<file path="src/rtl/dmem_arbiter_if.sv">
// dmem_arbiter_if: processor, NIC and DMEM signals around the data-memory arbiter.
// slave modport is the arbiter's view; master modport is the surrounding processor/NIC/DMEM.
// Buses are MSB-first ([0:N]).
interface dmem_arbiter_if;
  logic [0:7]  proc_addr;
  logic [0:63] proc_data_out;
  logic        proc_en;
  logic        proc_wr_en;
  logic [0:63] proc_data_in;
  logic        proc_stall;
  logic        nic_req;
  logic        nic_wr;
  logic [0:7]  nic_addr;
  logic [0:2]  nic_len;
  logic        nic_ack;
  logic [0:63] nic_wr_data;
  logic        nic_beat;
  logic [0:63] nic_rd_data;
  logic        nic_rd_valid;
  logic        nic_done;
  logic [0:7]  mem_addr;
  logic [0:63] mem_din;
  logic [0:63] mem_dout;
  logic        mem_en;
  logic        mem_wr_en;
  modport slave (
    input  proc_addr, proc_data_out, proc_en, proc_wr_en, nic_req, nic_wr, nic_addr, nic_len, nic_wr_data, mem_dout,
    output proc_data_in, proc_stall, nic_ack, nic_beat, nic_rd_data, nic_rd_valid, nic_done, mem_addr, mem_din, mem_en, mem_wr_en
  );
  modport master (
    output proc_addr, proc_data_out, proc_en, proc_wr_en, nic_req, nic_wr, nic_addr, nic_len, nic_wr_data, mem_dout,
    input  proc_data_in, proc_stall, nic_ack, nic_beat, nic_rd_data, nic_rd_valid, nic_done, mem_addr, mem_din, mem_en, mem_wr_en
  );
endinterface

</file>
<file path="src/rtl/dmem_arbiter.sv">
// dmem_arbiter: shares the DMEM port between the processor (fixed priority) and NIC bursts.
// Ports: clk, rst_n (async active-low), bus (dmem_arbiter_if.slave: processor, NIC and DMEM sides).
// STARVE_LIMIT (1..15): consecutive blocked NIC cycles before a one-cycle processor stall.
module dmem_arbiter #(
  parameter int STARVE_LIMIT = 4
) (
  input logic clk,
  input logic rst_n,
  dmem_arbiter_if.slave bus
);
  localparam logic [1:0] IDLE = 2'd0, BURST = 2'd1, FINISH = 2'd2;
  logic [1:0] state;
  logic [0:7] addr_q;
  logic [0:2] rem_q;
  logic       wr_q;
  logic [0:3] starve_cnt;
  logic       nic_sel;
  logic       blocked;
  // A registered stall hands the port to the NIC for exactly one cycle.
  assign nic_sel = state == BURST && (!bus.proc_en || bus.proc_stall);
  assign blocked = state == BURST && bus.proc_en && !bus.proc_stall;
  assign bus.nic_beat     = nic_sel;
  assign bus.mem_en       = nic_sel || bus.proc_en;
  assign bus.mem_addr     = nic_sel ? addr_q : bus.proc_addr;
  assign bus.mem_wr_en    = nic_sel ? wr_q : bus.proc_wr_en;
  assign bus.mem_din      = nic_sel ? bus.nic_wr_data : bus.proc_data_out;
  assign bus.proc_data_in = bus.mem_dout;
  assign bus.nic_rd_data  = bus.mem_dout;
  always_ff @(posedge clk or negedge rst_n)
    if (!rst_n) begin
      state            <= IDLE;
      addr_q           <= '0;
      rem_q            <= '0;
      wr_q             <= 1'b0;
      starve_cnt       <= '0;
      bus.proc_stall   <= 1'b0;
      bus.nic_ack      <= 1'b0;
      bus.nic_rd_valid <= 1'b0;
      bus.nic_done     <= 1'b0;
    end else begin
      bus.nic_ack      <= state == IDLE && bus.nic_req;
      bus.nic_done     <= nic_sel && rem_q == 3'd0;
      bus.nic_rd_valid <= nic_sel && !wr_q;
      bus.proc_stall   <= blocked && starve_cnt == 4'(STARVE_LIMIT - 1);
      if (state == IDLE && bus.nic_req) begin
        addr_q     <= bus.nic_addr;
        rem_q      <= bus.nic_len;
        wr_q       <= bus.nic_wr;
        starve_cnt <= '0;
        state      <= BURST;
      end else if (nic_sel) begin
        addr_q     <= addr_q + 8'd1;
        starve_cnt <= '0;
        if (rem_q == 3'd0) state <= FINISH;
        else rem_q <= rem_q - 3'd1;
      end else if (blocked) begin
        starve_cnt <= starve_cnt + 4'd1;
      end else if (state != BURST) begin
        state <= IDLE;
      end
    end
endmodule

</file>
<file path="src/flat_wrapper.sv">
// flat-port wrapper written by rule: the top's interface ports become plain ports
module dmem_arbiter_flat 
#(
  parameter int STARVE_LIMIT = 4
)
  (clk, rst_n, bus_proc_addr, bus_proc_data_out, bus_proc_en, bus_proc_wr_en, bus_nic_req, bus_nic_wr, bus_nic_addr, bus_nic_len, bus_nic_wr_data, bus_mem_dout, bus_proc_data_in, bus_proc_stall, bus_nic_ack, bus_nic_beat, bus_nic_rd_data, bus_nic_rd_valid, bus_nic_done, bus_mem_addr, bus_mem_din, bus_mem_en, bus_mem_wr_en);
  dmem_arbiter_if bus_i ();
  input logic clk;
  input logic rst_n;
  input wire logic [$bits(bus_i.proc_addr)-1:0] bus_proc_addr;
  input wire logic [$bits(bus_i.proc_data_out)-1:0] bus_proc_data_out;
  input wire logic [$bits(bus_i.proc_en)-1:0] bus_proc_en;
  input wire logic [$bits(bus_i.proc_wr_en)-1:0] bus_proc_wr_en;
  input wire logic [$bits(bus_i.nic_req)-1:0] bus_nic_req;
  input wire logic [$bits(bus_i.nic_wr)-1:0] bus_nic_wr;
  input wire logic [$bits(bus_i.nic_addr)-1:0] bus_nic_addr;
  input wire logic [$bits(bus_i.nic_len)-1:0] bus_nic_len;
  input wire logic [$bits(bus_i.nic_wr_data)-1:0] bus_nic_wr_data;
  input wire logic [$bits(bus_i.mem_dout)-1:0] bus_mem_dout;
  output wire logic [$bits(bus_i.proc_data_in)-1:0] bus_proc_data_in;
  output wire logic [$bits(bus_i.proc_stall)-1:0] bus_proc_stall;
  output wire logic [$bits(bus_i.nic_ack)-1:0] bus_nic_ack;
  output wire logic [$bits(bus_i.nic_beat)-1:0] bus_nic_beat;
  output wire logic [$bits(bus_i.nic_rd_data)-1:0] bus_nic_rd_data;
  output wire logic [$bits(bus_i.nic_rd_valid)-1:0] bus_nic_rd_valid;
  output wire logic [$bits(bus_i.nic_done)-1:0] bus_nic_done;
  output wire logic [$bits(bus_i.mem_addr)-1:0] bus_mem_addr;
  output wire logic [$bits(bus_i.mem_din)-1:0] bus_mem_din;
  output wire logic [$bits(bus_i.mem_en)-1:0] bus_mem_en;
  output wire logic [$bits(bus_i.mem_wr_en)-1:0] bus_mem_wr_en;
  assign bus_i.proc_addr = bus_proc_addr;
  assign bus_i.proc_data_out = bus_proc_data_out;
  assign bus_i.proc_en = bus_proc_en;
  assign bus_i.proc_wr_en = bus_proc_wr_en;
  assign bus_i.nic_req = bus_nic_req;
  assign bus_i.nic_wr = bus_nic_wr;
  assign bus_i.nic_addr = bus_nic_addr;
  assign bus_i.nic_len = bus_nic_len;
  assign bus_i.nic_wr_data = bus_nic_wr_data;
  assign bus_i.mem_dout = bus_mem_dout;
  assign bus_proc_data_in = bus_i.proc_data_in;
  assign bus_proc_stall = bus_i.proc_stall;
  assign bus_nic_ack = bus_i.nic_ack;
  assign bus_nic_beat = bus_i.nic_beat;
  assign bus_nic_rd_data = bus_i.nic_rd_data;
  assign bus_nic_rd_valid = bus_i.nic_rd_valid;
  assign bus_nic_done = bus_i.nic_done;
  assign bus_mem_addr = bus_i.mem_addr;
  assign bus_mem_din = bus_i.mem_din;
  assign bus_mem_en = bus_i.mem_en;
  assign bus_mem_wr_en = bus_i.mem_wr_en;
  dmem_arbiter #(.STARVE_LIMIT(STARVE_LIMIT)) u_core (.clk(clk), .rst_n(rst_n), .bus(bus_i));
endmodule
</file>
<file path="config.mk">
export PLATFORM = sky130hd
export DESIGN_NAME = dmem_arbiter_flat
export DESIGN_NICKNAME = d
export VERILOG_FILES = /design/src/rtl/dmem_arbiter_if.sv /design/src/rtl/dmem_arbiter.sv /design/src/flat_wrapper.sv
export SDC_FILE = /design/constraint.sdc
export NUM_CORES = 1
export LEC_CHECK = 0
export ABC_AREA = 0
export CAP_MARGIN = 5
export CELL_PAD_IN_SITES_DETAIL_PLACEMENT = 1
export CELL_PAD_IN_SITES_GLOBAL_PLACEMENT = 1
export CORE_AREA = 4 4 162 164
export CTS_CLUSTER_DIAMETER = 60
export CTS_CLUSTER_SIZE = 14
export DETAILED_ROUTE_END_ITERATION = 16
export DIE_AREA = 0 0 166 168
export DONT_BUFFER_PORTS = 1
export GPL_TIMING_DRIVEN = 0
export PLACE_DENSITY = 0.41
export SLEW_MARGIN = 20
export SYNTH_ARGS = -nofsm -noshare
export SYNTH_HDL_FRONTEND = slang
export SYNTH_SLANG_ARGS = --single-unit
</file>
<file path="constraint.sdc">
create_clock -name clk -period 2.08 [get_ports clk]
set_input_delay 0.208 -clock clk [delete_from_list [all_inputs] [get_ports clk]]
set_output_delay 0.208 -clock clk [all_outputs]
set_load 0.01 [all_outputs]
</file>
==> impl_metrics.env, run 1 <==
export IMPL_r2r_end="u_core.addr_q[0]"
export IMPL_ys_ff_latch=22
export IMPL_rsz0062_at_grt="yes"
export IMPL_gp_congestion=0.762
export IMPL_dp_hpwl_mm=12.8
export IMPL_crit_family="simple AND/OR/NAND/NOR gates"
export IMPL_min_path_type="in2reg"
export IMPL_path_clk_slew_ns=0.06
export IMPL_synth_top_area_cell="buf_4"
export IMPL_synth_nets=694
export IMPL_clockRootBuffer="clkbuf_16"
export IMPL_h_tree_depth=1
export IMPL_holdPathEnd="u_core.wr_q"
export IMPL_synth_cell_types=33
export IMPL_worstRegToRegCells=5
export IMPL_worstSetupStartpointType="flop"
export IMPL_cp_num_cells=7
export IMPL_status="complete, no violations"
export IMPL_wl_per_cell_um=17.7
export IMPL_muxShareOfSynthArea=0.00340
export IMPL_n_antenna_cell=0
export IMPL_synth_area_leaders="buf_4 (34%), nand2_1 (30%), dfrtp_1 (19%)"
export IMPL_clock_path_buffers=2
export IMPL_wl_met2_mm=7.57
export IMPL_synth_cells=473
export IMPL_drv_slew=0
export IMPL_clk_latency_ns=0.25
export IMPL_path_buf_inv=3
export IMPL_yosys_area_share_adder=0.0170
export IMPL_synth_cell_area_sq_mm=0.00295
export IMPL_num_vias=2883
export IMPL_rows=58
export IMPL_vias_per_cell=3.56
export IMPL_crit_type="reg2out"
export IMPL_area_growth_pct=20.0
export IMPL_yosysTopAreaCellShare=0.336
export IMPL_max_slew_margin=0.635
export IMPL_drt_total_wl_mm=14.3
export IMPL_cpMaxStageDelayCell="dfrtp_1"
export IMPL_drt_iter0_drc=46
export IMPL_initial_core_util=0.118
export IMPL_pre_cts_ws_ns=-0.0697
export IMPL_drt_met1_wl_mm=5.54
export IMPL_fp_coreArea_sq_mm=0.0249
export IMPL_ios=424
export IMPL_drc_errors=0
export IMPL_setup_viol=0
export IMPL_finalNetCount=701
export IMPL_setup_tns_ns=0
export IMPL_cp_arrival_ns=1.77
export IMPL_die_area_sq_mm=0.0279
export IMPL_synth_top_family_by_area="buffers and inverters"
export IMPL_ir_worst_vdd_v=0.000354
export IMPL_crit_path_max_fanout=10
export IMPL_portBuffers=0
export IMPL_grt_overflow=0
export IMPL_met3_length_mm=1.14
export IMPL_cts_tree="built"
export IMPL_hold_violations=0
export IMPL_worst_setup_path_end_kind="primary output"
export IMPL_ff2ff_setup_slack_ns=0.45
export IMPL_dieWidth_um=166
export IMPL_cts_buffers=3
export IMPL_crit_path_max_incr_delay_ns=0.41
export IMPL_reg2reg_from="u_core.state[0]"
export IMPL_cp_required_ns=1.87
export IMPL_cts_sinks=22
export IMPL_utilization=0.142
export IMPL_postRouteAntennaNets=0
export IMPL_cp_cell_sequence="and2b_2 -> nand2_2 -> buf_8 -> buf_8 -> buf_4 -> nand2_1 -> nand2_1"
export IMPL_hold_depth=2
export IMPL_p_leak_nw=1.87
export IMPL_antenna_found_initial=0
export IMPL_min_period_over_period=0.951
export IMPL_route_top_layer_used="met4"
export IMPL_finClkSkew_ns=0.00154
export IMPL_period_needed_ns=1.98
export IMPL_place_area_sq_mm=0.00336
export IMPL_drive_above_1_share=0.334
export IMPL_synthSimpleGateAreaFrac=0.355
export IMPL_finalInstanceArea_sq_mm=0.00353
export IMPL_ys_seq_area_frac=0.187
export IMPL_maxCapViolations=0
export IMPL_synth_avg_cell_area_sq_um=6.23
export IMPL_tightest_slew_ns=0.546
export IMPL_synth_xor_area_frac=0.0208
export IMPL_grt_pass1_vias=3123
export IMPL_grt_pass1_wl_mm=20.0
export IMPL_hold_start="bus_nic_wr"
export IMPL_track_usage=0.0908
export IMPL_yosysWarnings=0
export IMPL_grt_max_degree=23
export IMPL_setup_slack_ns=0.103
export IMPL_synth_compound_area_frac=0.0476
export IMPL_powerDensity_mw_per_mm2=972
export IMPL_die_height_um=168
export IMPL_timing_fmax_mhz=506
export IMPL_first_pass_iters=4
what timing repair did:
action | 4_1_cts | 5_1_grt
hold buffers | 2 | 0
gates resized for setup | 16 | 4
setup endpoints to repair | 66 | 24
endpoints found under the hold margin | 22 | 0
setup buffers | 0 | 0
cell usage after synthesis, drive strengths merged:
cell type  instances
o22ai              1
a221o              2
a22oi              1
nand2            232
nand2b             4
nor2              11
a32o               1
o21ai             13
a21oi              1
mux2i              1
nand4              2
xor2               1
a211oi             1
nand3              5
nor3               1
and2b              1
dfrtp             22
o211ai             1
buf              144
xnor2              6
inv                7
nor2b              1
nor4b              2
o21bai             1
clkbuf             3
ha                 4
nor4               3
or3b               1
registers in the layout, indices dropped and copies added (netlist names):
register / flops
u_core.addr_q: 8
u_core.bus.nic_ack: 1
u_core.bus.nic_done: 1
u_core.bus.nic_rd_valid: 1
u_core.bus.proc_stall: 1
u_core.rem_q: 3
u_core.starve_cnt: 4
u_core.state: 2
u_core.wr_q: 1
final cells by class:
type | count | area [sq um]
Multi-Input combinational cell | 297 | 1320
Tap cell | 330 | 413
Sequential cell | 22 | 551
Inverter | 7 | 26.3
Fill cell | 3093 | 21400
Timing Repair Buffer | 2 | 30.0
Buffer | 147 | 1100
Clock buffer | 4 | 88.8
per-layer routing:
metal  up-vias  track usage
li1       1337            -
met1      1368        0.108
met2       174        0.170
met3         4       0.0216
met4         0       0.0118
met5         -            0
cells by family (layout without fill, tap and decap cells):
family / after synthesis / after routing
AO/OA/AOI/OAI: 22 / 22
XOR/XNOR: 7 / 7
adder cells (fa/ha/maj): 4 / 4
buffers and inverters: 154 / 160
flip-flops: 22 / 22
multiplexers: 1 / 1
AND/OR/NAND/NOR: 263 / 263
power breakdown:
| group | switching, mW | leakage, nW | total [mW] | internal, mW |
|---|---|---|---|---|
| clock | 0.157 | 0.0442 | 0.451 | 0.294 |
| sequential | 0.178 | 0.278 | 0.774 | 0.596 |
| combinational | 1.46 | 1.55 | 2.21 | 0.752 |
layout by cell type, fill, tap and decap left out, drive strengths merged:
master       instances
nand2              232
buf                145
dfrtp               22
o21ai               13
nor2                11
inv                  7
clkbuf               7
xnor2                6
nand3                5
ha                   4
nand2b               4
nor4                 3
nand4                2
a221o                2
nor4b                2
and2b                1
or3b                 1
nor2b                1
o21bai               1
o211ai               1
a32o                 1
mux2i                1
xor2                 1
a21oi                1
nor3                 1
a211oi               1
o22ai                1
a22oi                1
dlygate4sd3          1
how the worst max path moves through the flow:
stage | startpoint | end | slack [ns]
global route | u_core.state[1] | bus_mem_din[27] | -0.01
global placement | u_core.state[1] | bus_mem_addr[6] | -0.06
CTS | u_core.bus.proc_stall | bus_mem_din[46] | 0.007
floorplan | u_core.state[1] | bus_mem_din[42] | 0.56
finish | u_core.state[0] | bus_mem_din[46] | 0.10
detailed placement | u_core.state[1] | bus_mem_addr[6] | -0.07
metrics by stage:
step	hold slack, ns	total power, mW	cells
floorplan	-0.0876	2.36	473
global placement	-0.0864	2.93	803
detailed placement	-0.0866	2.98	803
CTS	0.0596	3.52	809
global route	0.0726	3.79	809
finish	0.0615	3.43	809
worst reg2reg max path: cells and delay by family (launching register included):
kind / cells / cell delay (ns)
AOI/OAI and AO/OA: 3 / 0.54
buffers and inverters: 1 / 0.19
and+or+nand+nor: 1 / 0.38
DFF: 1 / 0.41
No activity file was read; power rests on OpenSTA's default activity.
==> inputs of run 2 (changes only) <==
--- a/config.mk
+++ b/config.mk
@@ -17,7 +17,6 @@
 export DONT_BUFFER_PORTS = 1
 export GPL_TIMING_DRIVEN = 0
 export PLACE_DENSITY = 0.41
-export SLEW_MARGIN = 20
 export SYNTH_ARGS = -nofsm -noshare
 export SYNTH_HDL_FRONTEND = slang
 export SYNTH_SLANG_ARGS = --single-unit
==> results of run 2 <==
No change in the layout: final DEF, timing and power equal those of run 1.
